**src/rtl/bcd_to_ex3_fifo.sv**
```systemverilog
// bcd_to_ex3_fifo: small first-word-fall-through buffer that accepts BCD
// digits, stores their Excess-3 codes and presents the oldest one to the
// downstream 2421 converter. Non-BCD inputs (10..15) are dropped and flagged
// with a one-cycle err pulse.
// Optional feature: define BCD_EX3_ERR_CNT_EN to add an 8-bit saturating
// count of err pulses on output err_cnt.
`timescale 1ns/1ps

module bcd_to_ex3_fifo #(
  parameter int DEPTH = 4
) (
  input  logic                    clk,
  input  logic                    rst,
  input  logic                    in_valid,
  output logic                    in_ready,
  input  logic [3:0]              in_bcd,
  output logic                    out_valid,
  input  logic                    out_ready,
  output logic [3:0]              out_ex,
  output logic                    err,
`ifdef BCD_EX3_ERR_CNT_EN
  output logic [$clog2(DEPTH):0]  count,
  output logic [7:0]              err_cnt
`else
  output logic [$clog2(DEPTH):0]  count
`endif
);

  localparam int AW = $clog2(DEPTH);
  localparam int CW = AW + 1;
  localparam logic [CW-1:0] FULL_LEVEL = CW'(DEPTH);

  logic [AW-1:0] wr_ptr_q, wr_ptr_d;
  logic [AW-1:0] rd_ptr_q, rd_ptr_d;
  logic [CW-1:0] count_q, count_d;
  logic          err_q, err_d;
  logic [3:0]    last_ex_q, last_ex_d;
  logic [3:0]    mem_q [DEPTH];

  logic          in_fire;
  logic          digit_ok;
  logic          push;
  logic          reject;
  logic          pop;

  // Handshake decode: in_ready only looks at occupancy, so a full buffer
  // never accepts even when the consumer is draining in the same cycle.
  always_comb begin
    in_ready  = (count_q < FULL_LEVEL);
    out_valid = (count_q != '0);
    in_fire   = in_valid & in_ready;
    digit_ok  = (in_bcd <= 4'd9);
    push      = in_fire & digit_ok;
    reject    = in_fire & ~digit_ok;
    pop       = out_valid & out_ready;
  end

  // Next-state for pointers, occupancy, error pulse and the hold register
  // that keeps out_ex steady once the buffer has emptied.
  always_comb begin
    wr_ptr_d  = wr_ptr_q;
    rd_ptr_d  = rd_ptr_q;
    count_d   = count_q;
    last_ex_d = last_ex_q;
    err_d     = reject;

    if (push) begin
      wr_ptr_d = wr_ptr_q + AW'(1);
    end

    if (pop) begin
      rd_ptr_d  = rd_ptr_q + AW'(1);
      last_ex_d = mem_q[rd_ptr_q];
    end

    unique case ({push, pop})
      2'b10:   count_d = count_q + CW'(1);
      2'b01:   count_d = count_q - CW'(1);
      default: count_d = count_q;
    endcase
  end

  // Control state register; reset discards everything buffered.
  always_ff @(posedge clk or posedge rst) begin
    if (rst) begin
      wr_ptr_q <= '0;
      rd_ptr_q <= '0;
      count_q  <= '0;
      err_q    <= 1'b0;
    end else begin
      wr_ptr_q <= wr_ptr_d;
      rd_ptr_q <= rd_ptr_d;
      count_q  <= count_d;
      err_q    <= err_d;
    end
  end

  // Digit storage and hold register are data only and are never reset.
  always_ff @(posedge clk) begin
    if (push) begin
      mem_q[wr_ptr_q] <= in_bcd + 4'd3;
    end
    last_ex_q <= last_ex_d;
  end

  // Output drive: fall-through head digit while non-empty, last popped
  // digit otherwise.
  always_comb begin
    out_ex = (count_q == '0) ? last_ex_q : mem_q[rd_ptr_q];
    count  = count_q;
    err    = err_q;
  end

`ifdef BCD_EX3_ERR_CNT_EN
  logic [7:0] err_cnt_q, err_cnt_d;

  // Count err pulses, sticking at 255.
  always_comb begin
    err_cnt_d = err_cnt_q;
    if (err_q && (err_cnt_q != 8'hFF)) begin
      err_cnt_d = err_cnt_q + 8'd1;
    end
  end

  // Error counter register.
  always_ff @(posedge clk or posedge rst) begin
    if (rst) begin
      err_cnt_q <= 8'd0;
    end else begin
      err_cnt_q <= err_cnt_d;
    end
  end

  // Expose the counter.
  always_comb begin
    err_cnt = err_cnt_q;
  end
`else
  // No error counter in this build.
`endif

endmodule
```
**config.mk**
```make
export PLATFORM = sky130hd
export DESIGN_NAME = bcd_to_ex3_fifo
export DESIGN_NICKNAME = d
export VERILOG_FILES = /design/src/rtl/bcd_to_ex3_fifo.sv
export SDC_FILE = /design/constraint.sdc
export NUM_CORES = 1
export LEC_CHECK = 0
export ABC_AREA = 1
export CAP_MARGIN = 30
export CORE_ASPECT_RATIO = 0.5
export CORE_MARGIN = 2
export CORE_UTILIZATION = 45
export DETAILED_ROUTE_END_ITERATION = 8
export GPL_ROUTABILITY_DRIVEN = 0
export PLACE_DENSITY = 0.73
export RECOVER_POWER = 50
export SYNTH_ARGS = -nofsm -noshare
export SYNTH_HDL_FRONTEND = slang
export SYNTH_SLANG_ARGS = --single-unit
```
**constraint.sdc**
```tcl
create_clock -name clk -period 1.9 [get_ports clk]
set_input_delay 0.38 -clock clk [delete_from_list [all_inputs] [get_ports clk]]
set_output_delay 0.38 -clock clk [all_outputs]
set_load 0.02 [all_outputs]
```
# Word-level counts from Yosys, hierarchy flattened
# Memories as Yosys holds them, arrays and structs flattened.
# Index checks and enable logic that the tools add are counted.
# W data, S select, Z words.
dict set report classes {
  mux 4
  div 0
  n_eq_ne 2
  n_lt_le_gt_ge 2
  n_shift 0
  n_mul 0
  n_bitwise 5
  reduce_logical 3
  addsub 5
}
# operator count
set op_table {}
lappend op_table {{$pmux W3 S2} 1}
lappend op_table {{$add A2 B1 Y2 const B} 2}
lappend op_table {{$add A4 B2 Y4 const B} 1}
lappend op_table {{$and A1 B1 Y1} 4}
lappend op_table {{$le A4 B4 Y1 const B} 1}
lappend op_table {{$mux W4} 1}
lappend op_table {{$add A3 B1 Y3 const B} 1}
lappend op_table {{$logic_not A3 Y1} 1}
lappend op_table {{$lt A3 B3 Y1 const B} 1}
lappend op_table {{$reduce_bool A3 Y1} 1}
lappend op_table {{$sub A3 B1 Y3 const B} 1}
lappend op_table {{$eq A2 B1 Y1 const B} 1}
lappend op_table {{$eq A2 B2 Y1 const B} 1}
lappend op_table {{$mux W1} 2}
lappend op_table {{$reduce_bool A2 Y1} 1}
lappend op_table {{$not A1 Y1} 1}
dict set report totals {
  word_cells 27
  output_inout_bits 10
  n_memories 1
  in_bits 8
  mem_bits_ro 0
  reg_bits 12
  latchBits 0
  ramBits 16
}
# memory words word_bits rd rd_ports_with_merged_regs write_ports line
set mem_list {}
lappend mem_list {mem_q 4 4 1 0 1 38} ;# logic [3:0] mem_q [DEPTH];

# Longest topological paths before layout
# Gate-level depths: netlist (run 1).
dict set report depth {
  ltp_word 5
  ltp_mapped 12
  depth_no_buf 12
}

# Worst setup path after synthesis (run 1)
# Ideal clock, no wire load.
dict set report synth_path {
  kind {reg2reg}
  start {reg count_q[2], in the netlist count[2]}
  end {reg count_q[2], in the netlist count[2]}
  path_stages_with_launch 11
  path_slack_ns -0.170
  arrival_time_ns 1.952
  setup_ns 0.118
  t_required_ns 1.782
  cell_sequence {dfrtp_1 inv_2 nand3_4 nand2_4 inv_2 ha_1 inv_1 fa_1 or2_2 nand4_1 nand2_1}
}
dict set report synth_between {
  elab_chain_cells 5
  elab_cells_between_ends 11
  cone_classes {add/sub (2); order compare (1); eq/ne (2); mux (1); bitwise (3); reduce/logical (2)}
}
# item line
set synth_lines {}
lappend synth_lines {{from (decl)} 35} ;# logic [CW-1:0] count_q, count_d;
lappend synth_lines {{from (signal assigned)} 93} ;# count_q <= count_d;
lappend synth_lines {{$lt A3 B3 Y1 (*)} 49} ;# in_ready = (count_q < FULL_LEVEL);
lappend synth_lines {{via in_ready} 15} ;# output logic in_ready,
lappend synth_lines {{$and A1 B1 Y1 (*)} 51} ;# in_fire = in_valid & in_ready;
lappend synth_lines {{$and A1 B1 Y1 (*)} 53} ;# push = in_fire & digit_ok;
lappend synth_lines {{$eq A2 B1 Y1 / $eq A2 B2 Y1 (equally long branches)} 76} ;# unique case ({push, pop})
lappend synth_lines {{$pmux W3 S2 / $reduce_bool A2 Y1 (equally long branches)} n/a}
# Mark *: on every way through the listed nets, which the timed path passes. The rest lies on a longest branch.
# A chain may end at the register's enable or synchronous reset.

# Worst setup path in the final report (run 1)
dict set report layout_path {
  start {in in_valid}
  end {reg count_q[1], in the netlist count[1]}
}
dict set report layout_between {
  elab_chain_cells 4
  elab_cells_between_ends 6
  cone_classes {eq/ne (2); mux (1); bitwise (2); reduce/logical (1)}
}
# item line
set layout_lines {}
lappend layout_lines {{from (decl)} 14} ;# input logic in_valid,
lappend layout_lines {{$and A1 B1 Y1 (*)} 51}
lappend layout_lines {{$and A1 B1 Y1 (*)} 53}
lappend layout_lines {{$eq A2 B1 Y1 / $eq A2 B2 Y1 (equally long branches)} 76}
lappend layout_lines {{$pmux W3 S2 / $reduce_bool A2 Y1 (equally long branches)} n/a}
# Every way passes the cells marked *; elsewhere a longest branch is shown, timed or not.

==> results of run 1 <==
-- cells in the final DEF, fill, tap and decap left out, types with 3 or more instances in the layout --
cell             instances
ha_1                     4
clkdlybuf4s50_1          7
xnor2_1                  4
clkbuf_8                 3
nand3_1                 15
inv_2                    7
inv_1                   13
dfrtp_2                  4
nand2_1                 36
nor2_1                   5
dfrtp_1                  4
buf_4                   14
and2_1                   3
ha_2                     3
clkbuf_1                 3
edfxtp_1                20
-- flip-flops by register name, summed over array words and instances (netlist names) --
| register | cells |
|---|---|
| count | 3 |
| err | 1 |
| last_ex_q | 4 |
| mem_q | 16 |
| rd_ptr_q | 2 |
| wr_ptr_q | 2 |
-- stage by stage --
stage               instances  hold slack, ns  setup WS (ns)  power [mW]  setup TNS (ns)
floorplan                 135           0.195        0.00572        1.79               0
global route              212           0.513        0.00174        2.91               0
global placement          208           0.484         -0.465        2.29           -1.13
CTS                       212           0.354        0.00503        2.76               0
finish                    212           0.489         0.0766        2.70               0
detailed placement        208           0.488         -0.551        2.34           -1.86
-- final timing paths --
kind	slack, ns	endpoint	cells past startpoint	startpoint
worst max-delay path	0.08	count[1]	8	in_valid
worst min-delay path	0.49	count[1]	2	rst
worst max register to register	0.10	count[2]	10	count[0]
worst min register to register	0.50	count[0]	1	count[0]
max in group asynchronous	1.15	count[2]	2	rst
min in group clk	0.50	count[0]	1	count[0]
-- kinds of logic (layout without fill, tap and decap cells) --
| group | after synthesis | count (layout) | share of synthesized area |
|---|---|---|---|
| and+or+nand+nor | 69 | 69 | 0.243 |
| DFF | 28 | 28 | 0.578 |
| buffers and inverters | 23 | 60 | 0.0659 |
| adders and majority gates | 8 | 8 | 0.0776 |
| xor gates and xnor gates | 4 | 4 | 0.0253 |
| AOI/OAI and AO/OA | 3 | 3 | 0.0108 |
-- where the power goes --
part	internal, mW	switching, mW
Sequential	0.848	0.108
Clock	0.282	0.169
Combinational	0.559	0.731
-- repair_timing --
| item | CTS | global route |
|---|---|---|
| cloned | 0 | 0 |
| gates resized for setup | 20 | 10 |
| setup endpoints to repair | 7 | 5 |
| pin swaps | 2 | 1 |
| setup buffers | 0 | 0 |
-- critical path, stage by stage --
cell and delay (ns):
clkdlybuf4s50_1 0.45, inv_1 0.05, nor2_1 0.23, nand2_4 0.08
ha_2 0.19, inv_2 0.07, fa_2 0.43, o21ai_0 0.14
-- layout make-up --
type	instances	area share
clock buffer	3	0.0230
timing repair buffer	35	0.154
tap	40	0.0278
multi-input combinational	84	0.285
clock inverter	1	0.0167
sequential	28	0.448
inverter	21	0.0452
-- metal layers --
metal / GRT usage / vias to the layer above
li1: - / 504
met1: 0.193 / 434
met2: 0.247 / 20
met3: 0.0426 / 6
met4: 0.0721 / 0
met5: 0 / -
==> reports/metrics.cfg, run 1 <==
[outcome]
status = completed

[route]
routed_wl_um = 2350
post-route-drc-count = 0
dr.pass1.iters = 4
wl_met3_um = 103
drt-initial-drc-count = 22
num_vias = 964
wl_met1_um = 1120
top_layer = met4
viasPerCell = 4.55
wire_per_inst_um = 11.1
wl_met2_um = 1080
ant_nets = 0

[synthesis]
yosys_warnings = 0
syn_area_per_cell_sq_um = 10.3
yosys.area.top_type_share = 0.433
synth_top_area_cell = edfxtp_1
yosysSeqAreaShare = 0.578
async_flop_share = 0.286
synthFlopType = edfxtp_1
synth.most_common_cell = nand2_1
netlist_top_cells_area = edfxtp_1 (43%), dfrtp_1 (14%), nand2_1 (10%)
syn-cell-area_sq_um = 1390
synth-edff-count = 20
yosys.cell_types.count = 20
ys_top_cells_by_count = nand2_1 (38), edfxtp_1 (20), inv_1 (18), nand3_1 (15), dfrtp_1 (8)
syn_inst = 135
synth-seq-cells = 28
synth_nets = 151

[clock_network]
clk_latency_ns = 0.27
clock_path_buffers = 2
clockRootBuffer = clkbuf_8
cts_made_buffers = 3
postCtsHoldBufs = 0
numClockSinks = 28
cts_tree = yes
path_clk_slew_ns = 0.09
cts_max_level = 1

[timing]
slew_viol_final = 0
setup_viol = 0
finalHoldViolCount = 0
relSlewSlack = 0.752
fin_skew_ns = 0.00402
fmax_mhz = 548
finalCriticalPeriod_ns = 1.82
rsz0062_at_grt = no
period_share = 0.960
worst_pin_slew_ns = 0.370

[die]
fp.dieH_um = 43.2
ios = 18
dieArea_sq_um = 3570
floorplan.initialDensity = 0.468
core_sq_um = 2960
num_rows = 14
die_x_um = 82.5

[finish]
final_area_sq_um = 1800
fillCellCount = 247
multi_input_area_sq_um = 512
finish.utilization = 0.607
syn2layout_area_growth_pct = 29.7
seq_area_sq_um = 806
antenna_cells = 0
final_nets = 189
drive_gt1_frac = 0.273

[power]
irDropWorstVdd_mv = 0.653
power.leakage_nw = 0.802
power.density_nw_per_um2 = 1500

[grt]
antenna_found_initial = 0
grt_pass1_vias = 928
grt_pass1_wl_um = 3920
grt_overflow = 0
grt_max_degree = 17
grtUsageTotal = 0.154

[critical_path]
cp.arrival_ns = 2.02
critPathKind = in -> reg
worst_setup_path_end_kind = flop
setup.worst_path.start_class = primary input
cp.required_ns = 2.09
crit_fanout = 2

[hold_path]
hold_class = in -> async

[placement]
io_buffers = 17
dpl.hpwl_um = 1950
place_area_sq_um = 1750

[flow_run]
maxCapViolations = 0

No activity file was read; power rests on OpenSTA's default activity.
==> run 2, diff against run 1 <==
--- a/config.mk
+++ b/config.mk
@@ -14,6 +14,7 @@
 export GPL_ROUTABILITY_DRIVEN = 0
 export PLACE_DENSITY = 0.73
 export RECOVER_POWER = 50
+export REMOVE_ABC_BUFFERS = 1
 export SYNTH_ARGS = -nofsm -noshare
 export SYNTH_HDL_FRONTEND = slang
 export SYNTH_SLANG_ARGS = --single-unit
==> constraint.sdc (replaced) <==
create_clock -name clk -period 1.6 [get_ports clk]
set_input_delay 0.32 -clock clk [delete_from_list [all_inputs] [get_ports clk]]
set_output_delay 0.32 -clock clk [all_outputs]
set_load 0.02 [all_outputs]
==> reports/metrics.cfg, run 2 (synthesis results as in run 1) <==
[power]
p_clk_frac = 0.145
power.leakage_nw = 0.922
pwr-share-seq = 0.298
power.density_nw_per_um2 = 1870
p_int_mw = 2.35
irDropWorstVdd_mv = 1.01
total_power_mw = 3.74
switching_share = 0.371
netSwitchingPower_mw = 1.39
p_comb_frac = 0.557

[route]
ant_nets = 0
drt-initial-drc-count = 45
post-route-drc-count = 0
viasPerCell = 4.64
dr.pass1.iters = 4
wire_per_inst_um = 12.4
num_vias = 1059
routed_wl_um = 2820

[grt]
grt_overflow = 0
use_met3 = 0.0511
grt_use_met1 = 0.228
grt_max_degree = 17
grt_pass1_vias = 1030
use_met2 = 0.306
grt_pass1_wl_um = 4740
grt_busiest_layer = met2
grtUsageTotal = 0.188
antenna_found_initial = 0

[outcome]
status = finished, violations left
violations = setup timing

[finish]
antenna_cells = 0
drive_gt1_frac = 0.383
fillCellCount = 211
final_common_cell = nand2_1
layout_common_cells = nand2_1 (35), buf_4 (27), edfxtp_1 (20)
top_register = mem_q
syn2layout_area_growth_pct = 44.3
fin_cells = 228
largest_register_ffs = 16
final_nets = 205

[timing]
fmax_mhz = 575
rsz0062_at_grt = yes
fin_skew_ns = 0.00510
slew_viol_final = 0
worst_pin_slew_ns = 0.315
fin_tns_setup_ns = -0.449
setup_viol = 6
fin_ws_ns = -0.139
relSlewSlack = 0.790
period_share = 1.09
finalCriticalPeriod_ns = 1.74
finalHoldViolCount = 0

[clock_network]
cts_made_buffers = 3
path_clk_slew_ns = 0.09
clockRootBuffer = clkbuf_8
clk_latency_ns = 0.27
cts_tree = yes
cts_max_level = 1
clock_path_buffers = 2
numClockSinks = 28

[die]
fp.dieH_um = 43.2
floorplan.initialDensity = 0.468
ios = 18
die_x_um = 82.5
core_sq_um = 2960
num_rows = 14
dieArea_sq_um = 3570

[critical_path]
setup.worst_path.start_class = flop
worst_setup_path_end_kind = output pin
cp.required_ns = 1.28
r2r-start = count[2]
r2r_end = count[2]
cp.arrival_ns = 1.42
rr_worst_depth = 11
critPathKind = reg -> out
crit_fanout = 4
reg2reg_slack_ns = -0.09

[placement]
dpl.hpwl_um = 2000
io_buffers = 17
dp_slack_ns = -0.885
place_inst = 217

[hold_path]
hold_class = in -> reg
min_from = in_valid
hold_depth = 3
whs_endpoint = err

[flow_run]
maxCapViolations = 0

==> run 2: changes by cell type in the layout (fill, tap and decap cells not counted), moves of 2 or more <==
cell             delta
dlygate4sd2_1       +2
nand3_1             -4
dfrtp_1             +4
dfrtp_2             -4
nand3_2             +4
buf_6              +10
nor2_2              +2
buf_4              +13
nor2_1              -3
clkdlybuf4s50_1     -5
==> run 2: worst max path at each step <==
stage	end	startpoint	depth (start not counted)	slack [ns]
global route	out_ex[0]	count[2]	7	-0.19
finish	out_ex[0]	count[2]	7	-0.14
global placement	count[2]	in_bcd[0]	12	-0.82
floorplan	count[2]	count[2]	10	-0.47
detailed placement	count[2]	in_bcd[0]	12	-0.89
CTS	out_ex[0]	count[2]	7	-0.15
==> run 2: power groups by stage <==
| stage | sequential (mW) | clock [mW] | combinational, mW |
|---|---|---|---|
| 2_1_floorplan | 1.18 | 0 | 0.880 |
| 3_3_place_gp | 1.12 | 0 | 1.70 |
| 3_5_place_dp | 1.13 | 0 | 1.76 |
| 4_1_cts | 1.12 | 0.553 | 1.98 |
| 5_1_grt | 1.13 | 0.582 | 2.28 |
| 6_report | 1.12 | 0.543 | 2.09 |
==> run 2: final cells by class <==
type                       count  area, sq um  area share
clock buffer                   3         41.3      0.0206
clock inverter                 1         30.0      0.0150
inverter                      21         83.8      0.0419
multi-input combinational     84          561       0.280
sequential                    28          801       0.400
tap                           40         50.0      0.0250
timing repair buffer          51          434       0.217
==> run 2: what timing repair did <==
action / in CTS / in global routing
buffers inserted: 3 / 4
endpoints found under the setup margin: 27 / 7
hold endpoints to repair: 0 / 0
hold buffers: 0 / 0
gates resized for setup: 65 / 15
pin swaps: 8 / 3
==> run 2: worst max-delay path, stage by stage (launching register included) <==
cell,delay [ns]
dfrtp_1,0.43
inv_2,0.11
nand3_4,0.11
buf_6,0.15
buf_6,0.10
nand3_2,0.07
nand2_2,0.05
buf_6,0.12
==> run 2: metal layers <==
| metal | wire length (um) | part of all wire |
|---|---|---|
| met3 | 92 | 0.033 |
| met2 | 1390 | 0.49 |
| met5 | 0 | 0 |
| met4 | 78 | 0.028 |
| met1 | 1260 | 0.45 |
==> run 2: metrics by stage <==
step           cell area [sq um]   util  hold slack (ns)
2_1_floorplan               1370      -            0.136
4_1_cts                     1960  0.661            0.282
3_5_place_dp                1800  0.607            0.545
3_3_place_gp                1800  0.607            0.520
5_1_grt                     2000  0.676            0.368
6_report                    2000  0.676            0.353
==> edit: new RTL, settings of run 2 <==
Add a define of `BCD_EX3_ERR_CNT_EN`.
--- a/src/rtl/bcd_to_ex3_fifo.sv
+++ b/src/rtl/bcd_to_ex3_fifo.sv
@@ -7,2 +7,4 @@
 `timescale 1ns/1ps
+
+`define BCD_EX3_ERR_CNT_EN
 
Behaviour (old outputs only; new: err_cnt): unchanged (Yosys induction, for registers that start in step).
==> edit against run 2 <==
Largest cell class unchanged. The flow still finishes with violations (setup timing). Worst setup slack got worse by 0.051 ns. Synthesized cell count is 44% higher. Total power grew 25%. Synthesized area grew 32%. Highest routed layer unchanged. Sequential cell count is 8 higher. Non-clock buffer count is 12 higher. Wire length is 41% higher. Critical path type is now reg2reg. Design area increased by 35%.
==> edit: results (changes against run 2) <==
\begin{tabular}{lr}
\hline
Metric & Value \\
\hline
\multicolumn{2}{l}{\textbf{Synth}} \\
Ranking of synthesized cells by area & sky130\_fd\_sc\_hd\_\_edfxtp\_1 (33\%), sky130\_fd\_sc\_hd\_\_dfrtp\_1 (22\%), sky130\_fd\_sc\_hd\_\_nand2\_1 (12\%), sky130\_fd\_sc\_hd\_\_inv\_1 (5.5\%), sky130\_fd\_sc\_hd\_\_ha\_1 (5.5\%) \\
Async SR Flop Fraction & 0.444 (+0.159) \\
Leading cell types by count after synthesis & sky130\_fd\_sc\_hd\_\_nand2\_1 (60), sky130\_fd\_sc\_hd\_\_inv\_1 (27), sky130\_fd\_sc\_hd\_\_edfxtp\_1 (20) \\
Post-synth cell types & 25 (+25\%) \\
\multicolumn{2}{l}{\textbf{CTS}} \\
Number of buffers added for setup after CTS & 8 (+5) \\
Clock-pin slew reported for the worst setup and hold paths after clock tree synthesis & 0.08 ns \\
Number of levels the H-tree was split into & 2 (+1) \\
Post\_cts resized & 74 (+14\%) \\
Clock insertion delay at the later pin of the skew report & 0.29 ns (+0.02 ns) \\
\multicolumn{2}{l}{\textbf{Placed design}} \\
Half-perimeter wire length of the detailed placement result & 2610 um (+30\%) \\
Number of buffers inserted by port buffering & 25 (+8) \\
Minimum setup slack after placement & -1.00 ns (-0.116 ns) \\
\multicolumn{2}{l}{\textbf{Worst hold path}} \\
Cells on Worst Hold Path & 4 (+1) \\
\multicolumn{2}{l}{\textbf{Drt}} \\
Average routed wire per standard cell & 12.5 um (+1.0\%) \\
Total via count after detailed routing & 1489 (+41\%) \\
Detailed router's first-iteration violation count & 41 (-8.9\%) \\
\multicolumn{2}{l}{\textbf{STA}} \\
Worst clock skew & 0.00828 ns (+0.00318 ns) \\
Post-layout worst setup margin & -0.190 ns (-0.0512 ns) \\
Relative slew slack & 0.391 (-0.400) \\
Setup violators final & 5 (-1) \\
\multicolumn{2}{l}{\textbf{Cells and area}} \\
Filler instances & 285 (+35\%) \\
Nets & 281 (+37\%) \\
\multicolumn{2}{l}{\textbf{Critical path}} \\
Delay of the slowest cell on the worst path & 0.40 ns (-0.03 ns) \\
Setup crit start & count[0] \\
Reg2reg path depth & 8 (-3) \\
Highest fanout seen on the critical path & 2 (-2) \\
Slowest CP cell & sky130\_fd\_sc\_hd\_\_fa\_2 \\
\multicolumn{2}{l}{\textbf{Run status}} \\
Status & complete, but fails checks \\
Failing checks & setup timing \\
\multicolumn{2}{l}{\textbf{Global routing}} \\
Total track usage & 0.185 (-0.00358) \\
First-pass GRT wire length & 6470 um (+37\%) \\
\multicolumn{2}{l}{\textbf{Power}} \\
VDD IR-drop max & 0.664 mV (-34\%) \\
Static power due to leakage & 1.31 nW (+42\%) \\
\multicolumn{2}{l}{\textbf{Floorplan}} \\
Starting Density & 0.468 (about the same) \\
\hline
\end{tabular}
==> edit: where the power goes <==
| group | total, mW | internal [mW] | switching, mW | leakage, nW |
|---|---|---|---|---|
| clock | 0.802 | 0.461 | 0.341 | 0.0541 |
| combinational | 2.43 | 1.14 | 1.29 | 0.872 |
| sequential | 1.44 | 1.25 | 0.193 | 0.386 |
| total | 4.67 | 2.85 | 1.82 | 1.31 |
==> edit: metal layers <==
metal  GRT usage  routed length, um  part of all wire  vias up
met5           0                  0                 0        -
met4      0.0773                 65             0.016        0
met3      0.0510                151             0.038        8
met2       0.310               1950              0.49       28
met1       0.227               1820              0.46      705
li1            -                  -                 -      748
==> edit: cell families after synthesis <==
group / after synthesis / share of synthesized area
and+or+nand+nor: 98 / 0.243
buffers and inverters: 32 / 0.0692
xor gates and xnor gates: 8 / 0.0384
AOI/OAI and AO/OA: 11 / 0.0356
adders and majority gates: 9 / 0.0658
DFF: 36 / 0.548
==> edit: stage by stage <==
| stage | setup TNS [ns] | utilization | std cells | hold slack (ns) | cell area [um2] |
|---|---|---|---|---|---|
| 3_5_place_dp | -10.41 | 0.612 | 302 | 0.526 | 2390 |
| 2_1_floorplan | -1.30 | - | 193 | 0.234 | 1820 |
| 5_1_grt | -0.896 | 0.693 | 319 | 0.558 | 2710 |
| 3_3_place_gp | -8.96 | 0.612 | 302 | 0.522 | 2390 |
| 6_report | -0.490 | 0.693 | 319 | 0.531 | 2710 |
| 4_1_cts | -0.477 | 0.667 | 317 | 0.337 | 2600 |
==> edit: cell type report <==
cell class / count / share of cell area
Tap cell: 54 / 0.0250
Inverter: 31 / 0.0448
Sequential cell: 36 / 0.371
Timing Repair Buffer: 63 / 0.201
Multi-Input combinational cell: 126 / 0.315
Clock buffer: 5 / 0.0254
Clock inverter: 3 / 0.0157
Timing Repair inverter: 1 / 0.00277
